**config.mk**
```make
export PLATFORM = sky130hd
export DESIGN_NAME = cpu_sequencer
export DESIGN_NICKNAME = d
export VERILOG_FILES = /design/src/rtl/cpu_sequencer.sv
export SDC_FILE = /design/constraint.sdc
export NUM_CORES = 1
export LEC_CHECK = 0
export ABC_AREA = 1
export CAP_MARGIN = 20
export CORE_MARGIN = 2
export CORE_UTILIZATION = 45
export CTS_BUF_LIST = sky130_fd_sc_hd__clkbuf_2
export CTS_CLUSTER_DIAMETER = 60
export DETAILED_ROUTE_END_ITERATION = 6
export PLACE_DENSITY = 0.78
export SYNTH_ARGS = -nofsm -noshare
export SYNTH_HDL_FRONTEND = slang
export SYNTH_SLANG_ARGS = --single-unit
export TNS_END_PERCENT = 20
```
**constraint.sdc**
```tcl
create_clock -name clk_i -period 1.6 [get_ports clk_i]
set_clock_uncertainty 0.2 [all_clocks]
set_input_delay 0.32 -clock clk_i [delete_from_list [all_inputs] [get_ports clk_i]]
set_output_delay 0.32 -clock clk_i [all_outputs]
set_load 0.005 [all_outputs]
```
**src/rtl/cpu_sequencer.sv**
```systemverilog
// Multi-cycle sequencer for the 10-bit core: wraps the combinational Control decoder.
// Optional retired-instruction counter is built only when SEQ_PERF_CNT_EN is defined.
module cpu_sequencer #(
  parameter int unsigned IMEM_WAIT   = 1,
  parameter int unsigned MUL_TIMEOUT = 15
) (
  input  logic        clk_i,
  input  logic        rst_ni,
  input  logic        start_i,
  input  logic        reg_write_i,
  input  logic        mem_write_i,
  input  logic        mem_or_alu_i,
  input  logic        mul_op_i,
  input  logic        beq_i,
  input  logic        bne_i,
  input  logic        jump_i,
  input  logic        halt_i,
  input  logic        zero_i,
  input  logic        mul_done_i,
  output logic        ir_we_o,
  output logic        pc_we_o,
  output logic [1:0]  pc_sel_o,
  output logic        rf_we_o,
  output logic        dmem_we_o,
  output logic        mul_start_o,
  output logic        halted_o,
  output logic        error_o,
  output logic [3:0]  state_o,
  output logic [15:0] instr_cnt_o
);

  typedef enum logic [3:0] {
    S_IDLE   = 4'd0,
    S_FETCH  = 4'd1,
    S_DECODE = 4'd2,
    S_EXEC   = 4'd3,
    S_MULW   = 4'd4,
    S_MEM    = 4'd5,
    S_WB     = 4'd6,
    S_HALT   = 4'd7,
    S_ERR    = 4'd8
  } state_e;

  localparam logic [1:0] SEL_INC    = 2'b00;
  localparam logic [1:0] SEL_BRANCH = 2'b01;
  localparam logic [1:0] SEL_JUMP   = 2'b10;
  localparam logic [2:0] WAIT_LAST  = 3'(IMEM_WAIT);
  localparam logic [7:0] TMO_LAST   = 8'(MUL_TIMEOUT - 1);

  state_e     state_q, state_d;
  logic [2:0] wait_q, wait_d;
  logic [7:0] tmo_q, tmo_d;
  logic [1:0] pc_sel_q, pc_sel_d;
  logic       rw_q, rw_d;
  logic       mw_q, mw_d;
  logic       moa_q, moa_d;
  logic       beq_q, beq_d;
  logic       bne_q, bne_d;
  logic       jmp_q, jmp_d;

  logic       ir_we, pc_we, rf_we, dmem_we, mul_start;

  always_ff @(posedge clk_i or negedge rst_ni) begin
    if (!rst_ni) begin
      state_q  <= S_IDLE;
      wait_q   <= '0;
      tmo_q    <= '0;
      pc_sel_q <= SEL_INC;
      rw_q     <= 1'b0;
      mw_q     <= 1'b0;
      moa_q    <= 1'b0;
      beq_q    <= 1'b0;
      bne_q    <= 1'b0;
      jmp_q    <= 1'b0;
    end else begin
      state_q  <= state_d;
      wait_q   <= wait_d;
      tmo_q    <= tmo_d;
      pc_sel_q <= pc_sel_d;
      rw_q     <= rw_d;
      mw_q     <= mw_d;
      moa_q    <= moa_d;
      beq_q    <= beq_d;
      bne_q    <= bne_d;
      jmp_q    <= jmp_d;
    end
  end

  always_comb begin
    state_d   = state_q;
    wait_d    = wait_q;
    tmo_d     = tmo_q;
    pc_sel_d  = pc_sel_q;
    rw_d      = rw_q;
    mw_d      = mw_q;
    moa_d     = moa_q;
    beq_d     = beq_q;
    bne_d     = bne_q;
    jmp_d     = jmp_q;
    ir_we     = 1'b0;
    pc_we     = 1'b0;
    rf_we     = 1'b0;
    dmem_we   = 1'b0;
    mul_start = 1'b0;

    case (state_q)
      S_IDLE: begin
        wait_d = '0;
        if (start_i) state_d = S_FETCH;
      end
      S_FETCH: begin
        if (wait_q == WAIT_LAST) begin
          ir_we   = 1'b1;
          wait_d  = '0;
          state_d = S_DECODE;
        end else begin
          wait_d = wait_q + 3'd1;
        end
      end
      S_DECODE: begin
        // Control decodes the freshly loaded IR this cycle; freeze its view here.
        rw_d     = reg_write_i;
        mw_d     = mem_write_i;
        moa_d    = mem_or_alu_i;
        beq_d    = beq_i;
        bne_d    = bne_i;
        jmp_d    = jump_i;
        tmo_d    = '0;
        pc_sel_d = SEL_INC;
        if (halt_i) begin
          state_d = S_HALT;
        end else if (mul_op_i) begin
          mul_start = 1'b1;
          state_d   = S_MULW;
        end else begin
          state_d = S_EXEC;
        end
      end
      S_EXEC: begin
        if (jmp_q)
          pc_sel_d = SEL_JUMP;
        else if ((beq_q && zero_i) || (bne_q && !zero_i))
          pc_sel_d = SEL_BRANCH;
        else
          pc_sel_d = SEL_INC;
        state_d = (mw_q || moa_q) ? S_MEM : S_WB;
      end
      S_MEM: begin
        dmem_we = mw_q;
        state_d = S_WB;
      end
      S_MULW: begin
        // A late MUL_DONE still beats the timeout in the same cycle.
        if (mul_done_i) begin
          pc_sel_d = SEL_INC;
          state_d  = S_WB;
        end else if (tmo_q == TMO_LAST) begin
          state_d = S_ERR;
        end else begin
          tmo_d = tmo_q + 8'd1;
        end
      end
      S_WB: begin
        rf_we   = rw_q;
        pc_we   = 1'b1;
        state_d = S_FETCH;
      end
      S_HALT: state_d = S_HALT;
      S_ERR:  state_d = S_ERR;
      default: state_d = S_IDLE;
    endcase
  end

  assign ir_we_o     = ir_we;
  assign pc_we_o     = pc_we;
  assign pc_sel_o    = (state_q == S_WB) ? pc_sel_q : SEL_INC;
  assign rf_we_o     = rf_we;
  assign dmem_we_o   = dmem_we;
  assign mul_start_o = mul_start;
  assign halted_o    = (state_q == S_HALT);
  assign error_o     = (state_q == S_ERR);
  assign state_o     = state_q;

`ifdef SEQ_PERF_CNT_EN
  logic [15:0] instr_cnt_q, instr_cnt_d;

  always_comb begin
    instr_cnt_d = instr_cnt_q;
    if (state_q == S_WB && instr_cnt_q != 16'hFFFF)
      instr_cnt_d = instr_cnt_q + 16'd1;
  end

  always_ff @(posedge clk_i or negedge rst_ni) begin
    if (!rst_ni) instr_cnt_q <= '0;
    else         instr_cnt_q <= instr_cnt_d;
  end

  assign instr_cnt_o = instr_cnt_q;
`else
  assign instr_cnt_o = 16'h0000;
`endif

endmodule

```
After elaboration in Yosys (flattened, before gate mapping). Cells that the tools add are included. W data, S select, Z words.

Add/subtract/negate cells: 2. Equal/unequal tests: 16. Multiplexer cells: 26. Reductions and logical operators: 12.

Operator list (number): $pmux W4 S9 (1); $eq A4 B3 Y1 const B (4); $mux W4 (4); $mux W8 (2); $pmux W8 S2 (1); $ne A2 B2 Y1 const B (5); $mux W1 (9); $mux W3 (3); $add A8 B1 Y8 const B (1); $eq A4 B2 Y1 const B (2); $eq A8 B4 Y1 const B (1); $mux W2 (4); $pmux W2 S3 (1); $pmux W3 S2 (1); $reduce_and A3 Y1 (2); $eq A4 B1 Y1 const B (1); $eq A4 B4 Y1 const B (1); $logic_not A4 Y1 (1); $reduce_bool A2 Y1 (2); $add A3 B1 Y3 const B (1); $eq A3 B1 Y1 const B (1); $ne A3 B3 Y1 const B (1); $reduce_bool A3 Y1 (1); $logic_and A1 B1 Y1 (2); 3 further kinds (4).

Bits in registers: 23. Input port bits: 13. Word-level logic and storage cells: 66.

Longest topological paths before layout.
Depth in word-level cells: 6. Mapped depth: 9.

Worst setup path after synthesis. OpenSTA, ideal clock, no wires.

Path type: reg2out. From: register state_q[3], in the netlist state_o[3]. To: output mul_start_o. Arrival time: 1.055 ns. Path slack: 0.025 ns. Cell stages (with the launch flop): 5. Path buffers: 1. Cell sequence: dfrtp_1 -> nor2_4 -> nand2_1 -> buf_2 -> nor2_1.

Word-level cells in the longest chain between the ends: 2.

Ends and longest elaborated chain: start: declaration (RTL line 50) `state_e state_q, state_d;`; start signal: assignment (RTL line 76) `state_q <= state_d;`; $eq A4 B2 Y1 (RTL line 106) `case (state_q)`; $mux W1 (RTL line 106); end: declaration (RTL line 25) `output logic mul_start_o,`.

Every way passes these cells.

Worst setup path after layout.
From: register state_q[1], in the netlist state_o[1]. To: output ir_we_o.

Word-level cells in the longest chain between the ends: 2.

Ends and longest elaborated chain: $eq A4 B1 Y1 (RTL line 106); $mux W1 (RTL line 106); end: declaration (RTL line 20) `output logic ir_we_o,`.

Every way passes these cells.

==> summary.md <==
| Metric | Value |
|---|---|
| Clk_lat worst skew | `340 ps` |
| Initial drt markers | `110` |
| Sequential Power Share | `0.273` |
| Clock power share | `0.073` |
| Leak Pwr | `0.00111 uW` |
| RSZ-0062 raised after global routing | `yes` |
| Placement Setup Slack | `-457 ps` |
| Gpl congestion | `0.858` |
| Syn Std Cell Area | `0.00153 sq mm` |
| Initial Util | `0.463` |
| Clock-pin slew on the worst setup and hold paths | `240 ps` |
| Cts bufs inserted | `3` |
| Total Routing Usage GR | `0.204` |
| Startpoint class of the critical path | `flop` |
| DRT Pass-1 Iters | `4` |
| Setup CP Type | `flop to primary output` |
| H-Tree Depth | `1` |
| Row cnt | `21` |
| Final Slew Violations | `0` |
| Max Fclk | `492 MHz` |
| Yosys cell types | `30` |
| Drt wl/cell | `12.4 um` |
| Switching share of power | `0.444` |
| Grt ovf | `0` |
| Final HPWL from detailed placement | `2630 um` |
| Initial antenna violation count | `0` |
| Final Hold Viols | `0` |
| Avg Cell Area, Syn | `7.58 sq um` |
| Root Buffer | `clkbuf_2` |
| Crit. End Element | `primary output` |
| Largest net degree at the start of global routing | `24` |
| Post-route cell area | `0.00217 sq mm` |
| CTS Buffer Depth | `2` |
| CP Max Fanout | `3` |
| Vias | `1507` |
| Yosys warns | `0` |
| DRT antenna net count | `0` |
| Worst path required time | `1080 ps` |
| Core box area | `0.00331 sq mm` |
| Sw Pwr | `1490 uW` |
| Crit path DAT | `1510 ps` |
| Hold Path Class | `input port to async pin` |
| Layout cells sized above 1 | `0.383` |
| Boundary Pins | `42` |
| DRC Markers | `0` |
| Post-synthesis sequential area ratio | `0.376` |
| # diodes | `0` |
| Failing checks | `setup timing` |
| Final setup viols | `26` |
| Crit share post-route | `1.27` |
| CTS tree | `yes` |
| Clock period minus worst slack | `2030 ps` |
| Pwr/cell area | `1540 mW/mm^2` |
| First-pass GRT wire length | `6420 um` |
| Die W | `62.3 um` |
| Via-per-instance ratio | `4.78` |
| Post-CTS Hold Buffers | `0` |
| Placed cell areas | `0.00202 sq mm` |
| Reg2Reg Depth | `8` |
| IO buf count | `25` |
| Cell-internal power | `1860 uW` |
| Drt total wl | `3900 um` |
| Status | `complete, but fails checks` |
| Vias in the first global route | `1431` |
| #FFs+latches synth | `23` |
| Sinks on Clock Net | `23` |
| Comb power frac | `0.654` |
| Fill count | `264` |
| Fin nets | `285` |
| Cells after Synth | `202` |
| Worst IR Drop VDD | `583 uV` |
| Die Height | `62.3 um` |
| PnR worst setup slack | `-434 ps` |
| Layout area overhead | `42.0%` |
| Die area | `0.00389 sq mm` |
| Maxcap violations | `0` |
==> kinds of logic after synthesis <==
family                     Yosys count  synth area share
AOI/OAI and AO/OA                   23            0.0907
DFF                                 23             0.376
adders and majority gates            2            0.0163
and+or+nand+nor                    105             0.342
other                                1           0.00245
muxes                                1           0.00735
buffers and inverters               46             0.160
xor gates and xnor gates             1           0.00572
==> layer usage <==
layer	track usage	wire length, um	part of all wire
met3	0.0344	213	0.055
met2	0.359	2030	0.52
met1	0.249	1560	0.40
met4	0.0833	92	0.024
met5	0	0	0
==> cells in the mapped netlist <==
library cell,instances,area share
buf_2,1,0.0033
nand2_1,42,0.10
xor2_1,1,0.0057
nor2_8,1,0.013
mux2_1,1,0.0074
o211ai_1,2,0.0098
inv_2,4,0.0098
nor3b_1,2,0.0098
nor3_1,2,0.0065
nand2_2,1,0.0041
nand3_1,12,0.039
o2111ai_1,1,0.0057
o22ai_1,2,0.0082
o21ai_0,2,0.0065
nor2_2,1,0.0041
o21bai_1,2,0.0098
buf_6,1,0.0074
o21ai_1,3,0.0098
or2_1,1,0.0041
inv_1,23,0.056
nor2_4,2,0.015
conb_1,1,0.0024
nand3_2,8,0.052
nor2_1,31,0.076
buf_4,17,0.083
o21ai_2,2,0.011
a21oi_1,9,0.029
ha_1,2,0.016
dfrtp_1,23,0.38
nand2_4,2,0.015
==> through the flow <==
| step | utilization | TNS, ps | std cells | power [uW] | hold slack (ps) |
|---|---|---|---|---|---|
| floorplan | - | 0 | 217 | 1880 | -176 |
| detailed placement | 0.610 | -5000 | 303 | 2710 | 289 |
| CTS | 0.635 | -4860 | 313 | 3110 | 95.5 |
| finish | 0.657 | -5200 | 315 | 3350 | 90.2 |
| global route | 0.657 | -7220 | 315 | 3600 | 89.4 |
| global placement | 0.610 | -4620 | 303 | 2650 | 282 |
==> path summary, 6_finish.rpt <==
kind | startpoint | endpoint | slack [ps]
worst max register to register | state_o[3] | state_o[0] | -160
max in group asynchronous | rst_ni | tmo_q[2] | 860
worst min register to register | bne_q | bne_q | 330
worst min-delay path | rst_ni | pc_sel_q[0] | 90
worst max-delay path | state_o[1] | ir_we_o | -430
min in group clk_i | bne_q | bne_q | 330
==> flip-flops by register name, summed over array words and instances (netlist names) <==
signal and count:
moa_q 1, jmp_q 1, wait_q 3, bne_q 1, state_o 4, rw_q 1
beq_q 1, mw_q 1, tmo_q 8, pc_sel_q 2
==> placed cells by master, fill, tap and decap left out <==
cell type | netlist | layout
o22ai_1 | 2 | 2
nand2_1 | 42 | 36
dfrtp_1 | 23 | 21
nand3_2 | 8 | 10
o21ai_0 | 2 | 1
nand2_4 | 2 | 2
nor3_2 | 0 | 1
o21ai_1 | 3 | 3
nand2_8 | 0 | 1
xor2_1 | 1 | 1
ha_1 | 2 | 2
a21oi_1 | 9 | 9
nor2_8 | 1 | 1
nor3_1 | 2 | 1
clkdlybuf4s50_1 | 0 | 12
nor3b_1 | 2 | 1
inv_1 | 23 | 21
o211ai_1 | 2 | 2
mux2_1 | 1 | 1
conb_1 | 1 | 16
clkbuf_2 | 0 | 7
nand2_2 | 1 | 6
clkinv_2 | 0 | 1
o2111ai_1 | 1 | 1
nor2_1 | 31 | 23
buf_12 | 0 | 1
nor2_2 | 1 | 5
inv_2 | 4 | 5
buf_2 | 1 | 7
or2_1 | 1 | 1
o21ai_2 | 2 | 3
buf_6 | 1 | 10
nor3b_2 | 0 | 1
buf_4 | 17 | 33
dfrtp_2 | 0 | 2
nor2_4 | 2 | 6
nand3_1 | 12 | 10
inv_4 | 0 | 1
o21bai_1 | 2 | 2
==> area by class of cell <==
type | count | area, sq um | area share
multi-input combinational | 148 | 860 | 0.395
sequential | 23 | 578 | 0.266
timing repair buffer | 67 | 556 | 0.255
inverter | 27 | 104 | 0.0478
tap | 46 | 57.6 | 0.0265
clock buffer | 3 | 15.0 | 0.00690
clock inverter | 1 | 5.00 | 0.00230
==> power by group through the flow <==
stage	Combinational (uW)	Sequential, uW	Clock, uW
after floorplan	952	928	0
after global placement	1750	905	0
after detailed placement	1790	914	0
after CTS	1960	898	250
after global routing	2400	931	271
final	2190	914	243
==> worst max-delay path, stage by stage (launching register included) <==
cell     delay [ps]
dfrtp_1         430
buf_4           140
inv_2            60
nand2_1         150
nor2_4          140
inv_2            50
nor2_2           80
buf_2           120
==> what timing repair did <==
item	4_1_cts	5_1_grt
setup buffers	6	2
pin swaps	10	5
endpoints found under the setup margin	27	36
resized for setup	53	30
Note: power is estimated with default switching activity, not from simulation.
